## src/rtl/ex_mem_pipe_reg.sv

```systemverilog
// ---------------------------------------------------------------------------
// ex_mem_pipe_reg
// EX->MEM pipeline register built as a two-entry elastic buffer: a main entry
// that drives the MEM-side outputs and a skid entry that catches one extra
// bundle while MEM stalls. This keeps full throughput with a registered
// in_ready. It also provides a synchronous flush, suppresses writes to r0 and
// exposes an EX->ID bypass tap taken from the head entry.
//
// Optional feature: define EX_MEM_PERF_EN to add perf_stall_cnt, a saturating
// count of cycles where the head is valid but MEM is not ready.
//
// Ports:
//   clk, rst         clock, asynchronous active-high reset
//   flush            discard every buffered entry at the next edge
//   in_valid/ready   EX-side handshake (in_ready comes straight from a flop)
//   in_*             EX bundle: inst, pc, ex_result, rd_wr_addr, rd_wr_en,
//                    lsu_data, lsu_op
//   out_valid/ready  MEM-side handshake
//   out_*            head bundle
//   fwd_valid/addr/data  bypass tap: head is a non-load register write
//   perf_stall_cnt   (EX_MEM_PERF_EN only) stall cycle counter
// ---------------------------------------------------------------------------
module ex_mem_pipe_reg #(
  parameter int INST_WIDTH   = 32,
  parameter int ADDR_WIDTH   = 32,
  parameter int DATA_WIDTH   = 32,
  parameter int REG_WIDTH    = 5,
  parameter int LSU_OP_WIDTH = 4
) (
  input  logic                    clk,
  input  logic                    rst,
  input  logic                    flush,
  input  logic                    in_valid,
  output logic                    in_ready,
  input  logic [INST_WIDTH-1:0]   in_inst,
  input  logic [ADDR_WIDTH-1:0]   in_pc,
  input  logic [DATA_WIDTH-1:0]   in_ex_result,
  input  logic [REG_WIDTH-1:0]    in_rd_wr_addr,
  input  logic                    in_rd_wr_en,
  input  logic [DATA_WIDTH-1:0]   in_lsu_data,
  input  logic [LSU_OP_WIDTH-1:0] in_lsu_op,
  output logic                    out_valid,
  input  logic                    out_ready,
  output logic [INST_WIDTH-1:0]   out_inst,
  output logic [ADDR_WIDTH-1:0]   out_pc,
  output logic [DATA_WIDTH-1:0]   out_ex_result,
  output logic [REG_WIDTH-1:0]    out_rd_wr_addr,
  output logic                    out_rd_wr_en,
  output logic [DATA_WIDTH-1:0]   out_lsu_data,
  output logic [LSU_OP_WIDTH-1:0] out_lsu_op,
  output logic                    fwd_valid,
  output logic [REG_WIDTH-1:0]    fwd_addr,
`ifdef EX_MEM_PERF_EN
  output logic [31:0]             perf_stall_cnt,
`endif
  output logic [DATA_WIDTH-1:0]   fwd_data
);

  localparam int BUNDLE_W = INST_WIDTH + ADDR_WIDTH + 2 * DATA_WIDTH
                          + REG_WIDTH + 1 + LSU_OP_WIDTH;

  typedef enum logic [1:0] {
    EMPTY = 2'd0,
    ONE   = 2'd1,
    TWO   = 2'd2
  } occ_t;

  occ_t                occ;
  logic [BUNDLE_W-1:0] main_q;
  logic [BUNDLE_W-1:0] skid_q;
  logic [BUNDLE_W-1:0] in_bundle;
  logic                in_wr_en_eff;
  logic                accept;
  logic                pop;

  // r0 is hardwired to zero, so a write to it is dropped before it is stored;
  // everything downstream (MEM, WB, bypass) then sees a plain non-write.
  assign in_wr_en_eff = in_rd_wr_en && (in_rd_wr_addr != '0);

  // The bundle travels as one flat vector so both entries share one layout.
  assign in_bundle = {in_inst, in_pc, in_ex_result, in_rd_wr_addr,
                      in_wr_en_eff, in_lsu_data, in_lsu_op};

  assign {out_inst, out_pc, out_ex_result, out_rd_wr_addr,
          out_rd_wr_en, out_lsu_data, out_lsu_op} = main_q;

  assign out_valid = (occ != EMPTY);
  assign accept    = in_valid && in_ready;
  assign pop       = out_valid && out_ready;

  // Loads are excluded from forwarding: their ex_result is only the address.
  assign fwd_valid = out_valid && out_rd_wr_en && (out_lsu_op == '0);
  assign fwd_addr  = out_rd_wr_addr;
  assign fwd_data  = out_ex_result;

  // Occupancy FSM plus the two data entries. in_ready is updated together
  // with the state so that it always equals (occ != TWO) without a
  // combinational path from out_ready. The skid entry only ever fills from
  // ONE with a stalled head, and drains into main on the next pop, which
  // keeps strict FIFO order. Flush only resets occupancy; the data flops are
  // left holding stale contents because out_valid masks them.
  always_ff @(posedge clk or posedge rst) begin
    if (rst) begin
      occ      <= EMPTY;
      in_ready <= 1'b1;
      main_q   <= '0;
      skid_q   <= '0;
    end else if (flush) begin
      occ      <= EMPTY;
      in_ready <= 1'b1;
    end else begin
      case (occ)
        EMPTY: begin
          if (accept) begin
            main_q <= in_bundle;
            occ    <= ONE;
          end
        end
        ONE: begin
          if (accept && pop) begin
            main_q <= in_bundle;
          end else if (accept) begin
            skid_q   <= in_bundle;
            occ      <= TWO;
            in_ready <= 1'b0;
          end else if (pop) begin
            occ <= EMPTY;
          end
        end
        TWO: begin
          if (pop) begin
            main_q   <= skid_q;
            occ      <= ONE;
            in_ready <= 1'b1;
          end
        end
        default: begin
          occ      <= EMPTY;
          in_ready <= 1'b1;
        end
      endcase
    end
  end

`ifdef EX_MEM_PERF_EN
  // Stall counter: counts cycles where MEM holds off a valid head. It
  // saturates instead of wrapping and deliberately survives flush so that
  // long-running measurements are not disturbed by branch recoveries.
  always_ff @(posedge clk or posedge rst) begin
    if (rst) begin
      perf_stall_cnt <= '0;
    end else if (out_valid && !out_ready && (perf_stall_cnt != 32'hFFFF_FFFF)) begin
      perf_stall_cnt <= perf_stall_cnt + 32'd1;
    end
  end
`endif

endmodule

```

## config.mk

```make
export PLATFORM = sky130hd
export DESIGN_NAME = ex_mem_pipe_reg
export DESIGN_NICKNAME = d
export VERILOG_FILES = /design/src/rtl/ex_mem_pipe_reg.sv
export SDC_FILE = /design/constraint.sdc
export NUM_CORES = 1
export LEC_CHECK = 0
export BUFFER_PORTS_ARGS = -buffer_cell sky130_fd_sc_hd__buf_2
export CAP_MARGIN = 20
export CORE_UTILIZATION = 40
export DETAILED_ROUTE_END_ITERATION = 12
export SLEW_MARGIN = 20
export SYNTH_ARGS = -nofsm -noshare
export SYNTH_HDL_FRONTEND = slang
export SYNTH_SLANG_ARGS = --single-unit
```

## constraint.sdc

```tcl
create_clock -name clk -period 23 [get_ports clk]
set_input_delay 1.15 -clock clk [delete_from_list [all_inputs] [get_ports clk]]
set_output_delay 1.15 -clock clk [all_outputs]
set_load 0.01 [all_outputs]
```

==> results of run 1 <==
[worst max-delay path, cell delays in order]
cell and delay [ps]:
buf_2 140, and2b_1 220, nand4_1 110, buf_4 710, buf_4 890, mux2_2 420
[layout by cell type, fill, tap and decap left out]
cell       synthesis  routed
buf_2             35     320
buf_4             49      10
o21ai_0            2       2
clkinv_2           0       4
bufinv_16          0       1
or4_1              1       1
nor3_1             1       1
a31oi_4            1       1
o211ai_1           1       1
nor2_1           138     138
inv_8              0       1
mux2_2           137     137
nand4_1            1       1
nand3_1            1       1
diode_2            0       5
clkbuf_16          0      31
nand2_1          279     279
and2b_1            1       1
nor4_1             1       1
clkbuf_8           0      11
clkbuf_1          26       7
o21a_1             1       1
nand4bb_1          1       1
a21o_1             1       1
dfstp_2            1       1
nand3b_1           1       1
o21bai_1           1       1
a21oi_1            1       1
dfrtp_1          278     278
nand2b_4           0       1
or2_2              1       1
a31oi_1          138     138
nor2b_4            0       1
and3_1             1       1
o31ai_1            1       1
nand4b_1           1       1
[how the worst max path moves through the flow]
stage | endpoint | slack, ps | depth (start not counted)
2_1_floorplan | main_q[0]$_DFFE_PP0P_ | 14160 | 1
3_3_place_gp | skid_q[116]$_DFFE_PP0P_ | 19090 | 6
3_5_place_dp | skid_q[131]$_DFFE_PP0P_ | 19040 | 6
4_1_cts | skid_q[114]$_DFFE_PP0P_ | 19630 | 6
5_1_grt | skid_q[122]$_DFFE_PP0P_ | 19510 | 6
6_report | skid_q[114]$_DFFE_PP0P_ | 19590 | 6
[through the flow]
| stage | total power, mW | worst slack [ps] | hold WS [ps] |
|---|---|---|---|
| 2_1_floorplan | 0.9192 | 14160 | 449.7 |
| 5_1_grt | 1.586 | 19510 | 512.3 |
| 3_5_place_dp | 1.031 | 19040 | 480.1 |
| 4_1_cts | 1.519 | 19630 | 491.3 |
| 6_report | 1.498 | 19590 | 494.3 |
| 3_3_place_gp | 1.019 | 19090 | 462.8 |
[final cells by class]
class	count	area share (%)
repair buffers	330	11.71
well taps	384	3.356
multi-input cells	714	28.99
clock inverters	5	0.3496
inverters	1	0.07865
clock buffers	49	6.659
diodes	5	0.08739
flip-flops and latches	279	48.77
[sequential cells by signal (all words and copies together) (netlist names)]
signal,count
skid_q,138
occ,2
in_ready,1
main_q,138
[report_power, final]
part / internal [mW] / switching [mW]
Sequential: 0.632 / 0.0729
Combinational: 0.156 / 0.157
Clock: 0.291 / 0.189
Total: 1.08 / 0.419
[per-layer routing]
metal	global-route usage, %	vias up	routed length (microns)
met5	0	-	25
met4	5.162	4	605
met3	4.737	48	1968
met2	29.28	236	13090
met1	24.55	4202	12440
li1	-	4211	-
[cells by family (layout without fill, tap and decap cells)]
kind of cell           Yosys count  after routing  share of synthesized area (%)
DFF                            279            279                          59.33
and+or+nand+nor                430            430                          14.06
buffers and inverters          113            385                          5.538
AOI/OAI and AO/OA              147            147                          7.962
muxes                          137            137                          13.11
other                            0              5                              0
==> run_results.csv, run 1 <==
group,metric,value,unit
clocking,cts_hold_repair.buffers,0,
min_path,worstHoldStart,"skid_q[36]$_DFFE_PP0P_",
sta,rsz0062_at_grt,"false",
min_path,hold_path.class,"reg2reg",
yosys,yosysUniqueCellTypes,32,
finish,final_util,49.61,%
worst_setup_path,r2r_end,"skid_q[114]$_DFFE_PP0P_",
sta,setup_tns,0,ps
place,dp_cells,1708,
sta,worstMarginPinSlew,1111,ps
drt,wl_per_cell,15.92,microns
yosys,asyncSetResetFlopFracSynth,100.0,%
pwr,vdd_ir_drop_max,52.35,uV
finish,stdcell_count,1767,
yosys,avgSynthCellArea,10.64,sq um
worst_setup_path,critical_path_class,"in2reg",
grt,grt_pass1_vias,8052,
clocking,cts.clk_slew.worst_paths,60,ps
drt,via_per_inst,4.924,
worst_setup_path,cp-end-kind,"flip-flop",
clocking,cts_setup_buffers,0,
job,drv_cap,0,
yosys,synth.most_common_cell,"nand2_1",
place,place_area,0.01330,sq mm
min_path,holdPathEnd,"skid_q[36]$_DFFE_PP0P_",
clocking,clkLatencyLatePin,540,ps
worst_setup_path,critPathRequiredTime,23420,ps
yosys,synth_edf_count,0,
yosys,synth_top_area_share,59.10,%
sta,slew_viol_final,0,
place,place.gp.congestion,0.7812,
die,core.rowCount,62,
drt,drtPass1Iterations,4,
sta,fmax,0.2932,GHz
die,coreArea,0.02886,sq mm
finish,seq_area,0.006983,sq mm
worst_setup_path,cp.arrival,3830,ps
grt,grt_pass1_wl,44.43,mm
sta,fin_crit,3411,ps
sta,fin_skew,10.93,ps
clocking,numCtsBuffers,30,
worst_setup_path,rr_startpoint,"occ[0]$_DFFE_PP0P_",
yosys,yosysWarningCount,0,
finish,multi_input_area,0.004150,sq mm
grt,grt_max_degree,137,
finish,fin_area,0.01432,sq mm
pwr,power_density,104.6,mW/mm^2
finish,syn_to_final_growth,21.64,%
yosys,ys_ff_latch,279,
finish,fill_cells,2688,
die,dieArea,0.03011,sq mm
sta,period_share,14.83,%
yosys,synth_ff_type,"dfrtp_1",
finish,drive_gt1_share,37.74,%
place,portBuffers,320,
yosys,synth_area_leader_cell,"dfrtp_1",
die,die_w,173.5,microns
clocking,cts_buffer_depth,3,
place,dpl.hpwl,17.39,mm
yosys,synthTopCellsByArea,"dfrtp_1 (59%), mux2_2 (13%), nand2_1 (8.9%)",
pwr,leakagePower,6.725,nW
drt,drt-initial-drc-count,644,
worst_setup_path,worst-path-max-fanout,76,
die,ios,321,
worst_setup_path,worst_setup_path_start_kind,"input pin",
drt,drc_errors,0,
grt,antenna_found_initial,5,
grt,grtUsageTotal,18.29,%
status,status,"finished, final reports clean",
grt,gr-total-overflow,0,
worst_setup_path,worstSetupStartpoint,"out_ready",
sta,hold_viol_final,0,
yosys,syn_inst,1106,
die,start_util,40.79,%
clocking,cts_tree,"yes",
clocking,cts_resized,0,
clocking,cts_num_sinks,279,
drt,wl,28.12,mm
worst_setup_path,rrSetupSlack,19880,ps
min_path,worstHoldPathCells,2,
sta,setup_viol,0,
clocking,cts_max_level,1,
worst_setup_path,worstRegToRegCells,5,
drt,final_antenna_net_count,0,
yosys,synth_area,0.01177,sq mm
finish,nets,1499,
clocking,root_buffer,"clkbuf_16",
sta,slew_headroom,25.96,%
die,fp.dieH,173.5,microns
yosys,syn_nets,1249,
drt,route.vias.total,8701,
yosys,synth-seq-area-share,59.33,%
yosys,synthTopCellsByCount,"nand2_1 (279), dfrtp_1 (278), a31oi_1 (138), nor2_1 (138), mux2_2 (137)",
No activity file was read; power rests on OpenSTA's default activity.
==> run 2, diff against run 1 <==
ABC_AREA = 1   (was default)
clock period = 3.4 ns   (was 23 ns; I/O delays follow)
==> run 2 against run 1 <==
Power grew to 8.8 times the previous value. Clock skew fell by 4.3 ps. Final cell count is 33% higher. Clock power increased to 6.6 times the previous value. Area after synthesis increased by 5.6%. Synthesized cell count increased by 41%. Hold slack got worse by 370 ps. Non-clock buffer count grew 145. Clock-buffer cell count shrank 4. Routed wire length is 11% higher.
==> run_results.csv, run 2 <==
group,metric,value,unit
pwr,leakagePower,8.853,nW
sta,hold_viol_final,0,
worst_setup_path,worstRegToRegCells,6,
worst_setup_path,cp-end-kind,"flip-flop",
grt,antenna_found_initial,0,
worst_setup_path,worstSetupStartpoint,"in_ready$_DFFE_PP1P_",
sta,fin_crit,2151,ps
job,drv_cap,0,
worst_setup_path,critical_path_class,"reg2reg",
min_path,hold_path.class,"in2reg",
clocking,cts_setup_buffers,0,
place,place.gp.congestion,0.8075,
finish,nets,2082,
sta,slew_viol_final,0,
yosys,synth-seq-area-share,56.16,%
yosys,asyncSetResetFlopFracSynth,100.0,%
yosys,synthTopCellsByArea,"dfrtp_1 (56%), nand2_1 (21%), o21ai_0 (9.7%)",
die,coreArea,0.03059,sq mm
status,status,"finished, final reports clean",
worst_setup_path,r2r_end,"skid_q[109]$_DFFE_PP0P_",
pwr,power,13.21,mW
die,fp.dieH,178.3,microns
worst_setup_path,rr_startpoint,"in_ready$_DFFE_PP1P_",
finish,syn_to_final_growth,32.09,%
clocking,cts_tree,"yes",
worst_setup_path,critPathRequiredTime,3810,ps
worst_setup_path,critPathMostFrequentCell,"nand2_1",
worst_setup_path,cp.arrival,2560,ps
finish,stdcell_count,2358,
drt,drtPass1Iterations,5,
sta,slew_headroom,46.03,%
clocking,cts_max_level,1,
grt,grt_max_degree,139,
finish,drive_gt1_share,20.19,%
yosys,synth_area,0.01243,sq mm
clocking,cts.clk_slew.worst_paths,60,ps
die,dieArea,0.03179,sq mm
pwr,power_density,804.0,mW/mm^2
yosys,avgSynthCellArea,7.991,sq um
drt,wl_per_cell,13.24,microns
clocking,cts_num_sinks,279,
pwr,vdd_ir_drop_max,384.0,uV
die,die_w,178.3,microns
sta,worstMarginPinSlew,805.7,ps
sta,fmax,0.4648,GHz
clocking,cts_buffer_depth,3,
min_path,worstHoldPathCells,6,
die,core.rowCount,64,
drt,drt-initial-drc-count,700,
finish,largest_registers,"main_q x138, skid_q x138, occ x2",
yosys,synth.most_common_cell,"nand2_1",
finish,final_common_cell,"nand2_1",
sta,hold_ws,120.4,ps
sta,fin_skew,6.621,ps
yosys,yosysUniqueCellTypes,23,
worst_setup_path,worst-path-stages,6,
worst_setup_path,cp_top_family,"simple AND/OR/NAND/NOR gates",
drt,final_antenna_net_count,0,
worst_setup_path,worst-path-max-fanout,54,
worst_setup_path,crit_chain,"nand2_1, nor2_2, nand2_1, nor2_4, buf_4, o21ai_0",
yosys,synth_ff_type,"dfrtp_1",
place,portBuffers,320,
die,start_util,40.65,%
sta,period_share,63.28,%
sta,setup_viol,0,
worst_setup_path,critPathMaxStageDelay,560,ps
sta,rsz0062_at_grt,"false",
grt,grtUsageTotal,19.73,%
grt,grt_pass1_wl,51.03,mm
yosys,synth_area_leader_cell,"dfrtp_1",
yosys,yosysWarningCount,0,
yosys,synth_edf_count,0,
min_path,worstHoldStart,"in_valid",
sta,setup_slack,1249,ps
drt,drc_errors,0,
yosys,syn_nets,1699,
finish,fin_area,0.01642,sq mm
drt,wl,31.21,mm
grt,gr-total-overflow,0,
finish,final_cell_mix,"nand2_1 (704), buf_2 (320), dfrtp_1 (278)",
worst_setup_path,crit_buf_inv,1,
place,dpl.hpwl,19.30,mm
clocking,numCtsBuffers,31,
clocking,clkLatencyLatePin,540,ps
yosys,ys_ff_latch,279,
min_path,holdPathEnd,"occ[0]$_DFFE_PP0P_",
worst_setup_path,crit_slowest_cell,"dfstp_2",
place,place_area,0.01405,sq mm
place,place_ws,1231,ps
worst_setup_path,rrSetupSlack,1250,ps
grt,grt_pass1_vias,10310,
drt,via_per_inst,4.650,
drt,route.vias.total,10960,
clocking,cts_resized,0,
place,dp_cells,2162,
yosys,synthTopCellsByCount,"nand2_1 (704), dfrtp_1 (278), o21ai_0 (242)",
yosys,synth_top_area_share,55.95,%
yosys,syn_inst,1556,
worst_setup_path,worst_setup_path_start_kind,"flip-flop",
clocking,root_buffer,"clkbuf_16",
die,ios,321,
==> run 2: changes by cell type after synthesis, moves of 34 or more <==
| cell | before | now |
|---|---|---|
| o21ai_1 | 0 | 34 |
| mux2_2 | 137 | 0 |
| nand2_1 | 279 | 704 |
| inv_1 | 1 | 141 |
| o21ai_0 | 2 | 242 |
| a31oi_1 | 138 | 0 |
| nor2_1 | 138 | 5 |
==> run 2: worst register-to-register path, stage by stage, from the launching register on <==
cell and delay, ps:
dfstp_2 560, nand2_1 110, nor2_2 180, nand2_1 110, nor2_4 380, buf_4 510
o21ai_0 170
==> run 2: how the worst max path moves through the flow <==
stage	slack [ps]	end
after floorplan	-460	main_q[0]$_DFFE_PP0P_
after global placement	1310	skid_q[113]$_DFFE_PP0P_
after detailed placement	1230	skid_q[123]$_DFFE_PP0P_
after CTS	1230	skid_q[119]$_DFFE_PP0P_
after global routing	1040	skid_q[110]$_DFFE_PP0P_
final	1250	skid_q[109]$_DFFE_PP0P_
==> run 2: repair_timing <==
item / CTS / global route
hold buffers: 140 / 0
hold endpoints to repair: 292 / 0
setup endpoints to repair: 0 / 0
==> run 2: area by class of cell <==
class / count / area (sq um)
diodes: 1 / 2.502
clock buffers: 45 / 888.4
clock inverters: 10 / 81.33
fillers: 2909 / 14160
inverters: 146 / 554.3
multi-input cells: 1006 / 4192
flip-flops and latches: 279 / 6983
well taps: 396 / 495.5
repair buffers: 475 / 3228
==> run 2: stage by stage <==
stage               util, %  TNS, ps
floorplan                 -  -128580
global placement      45.93        0
detailed placement    45.93        0
CTS                   53.69        0
global route          53.69        0
finish                53.69        0
==> run 2: metal layers <==
layer / global-route usage (%) / routed length, microns
met1: 26.98 / 14290
met2: 32.15 / 14270
met3: 4.049 / 2115
met4: 4.555 / 534
met5: 0 / 0
==> run 2: logic make-up after synthesis <==
group,count (synthesis),share of synthesized area [%]
simple gates,724,22.13
compound gates,282,11.54
flops,279,56.16
buf+inv,271,10.17
==> run 2: report_power, final <==
part	switching, mW	internal (mW)
Sequential	0.891	4.96
Combinational	2.45	1.72
Clock	1.31	1.87
Total	4.65	8.55
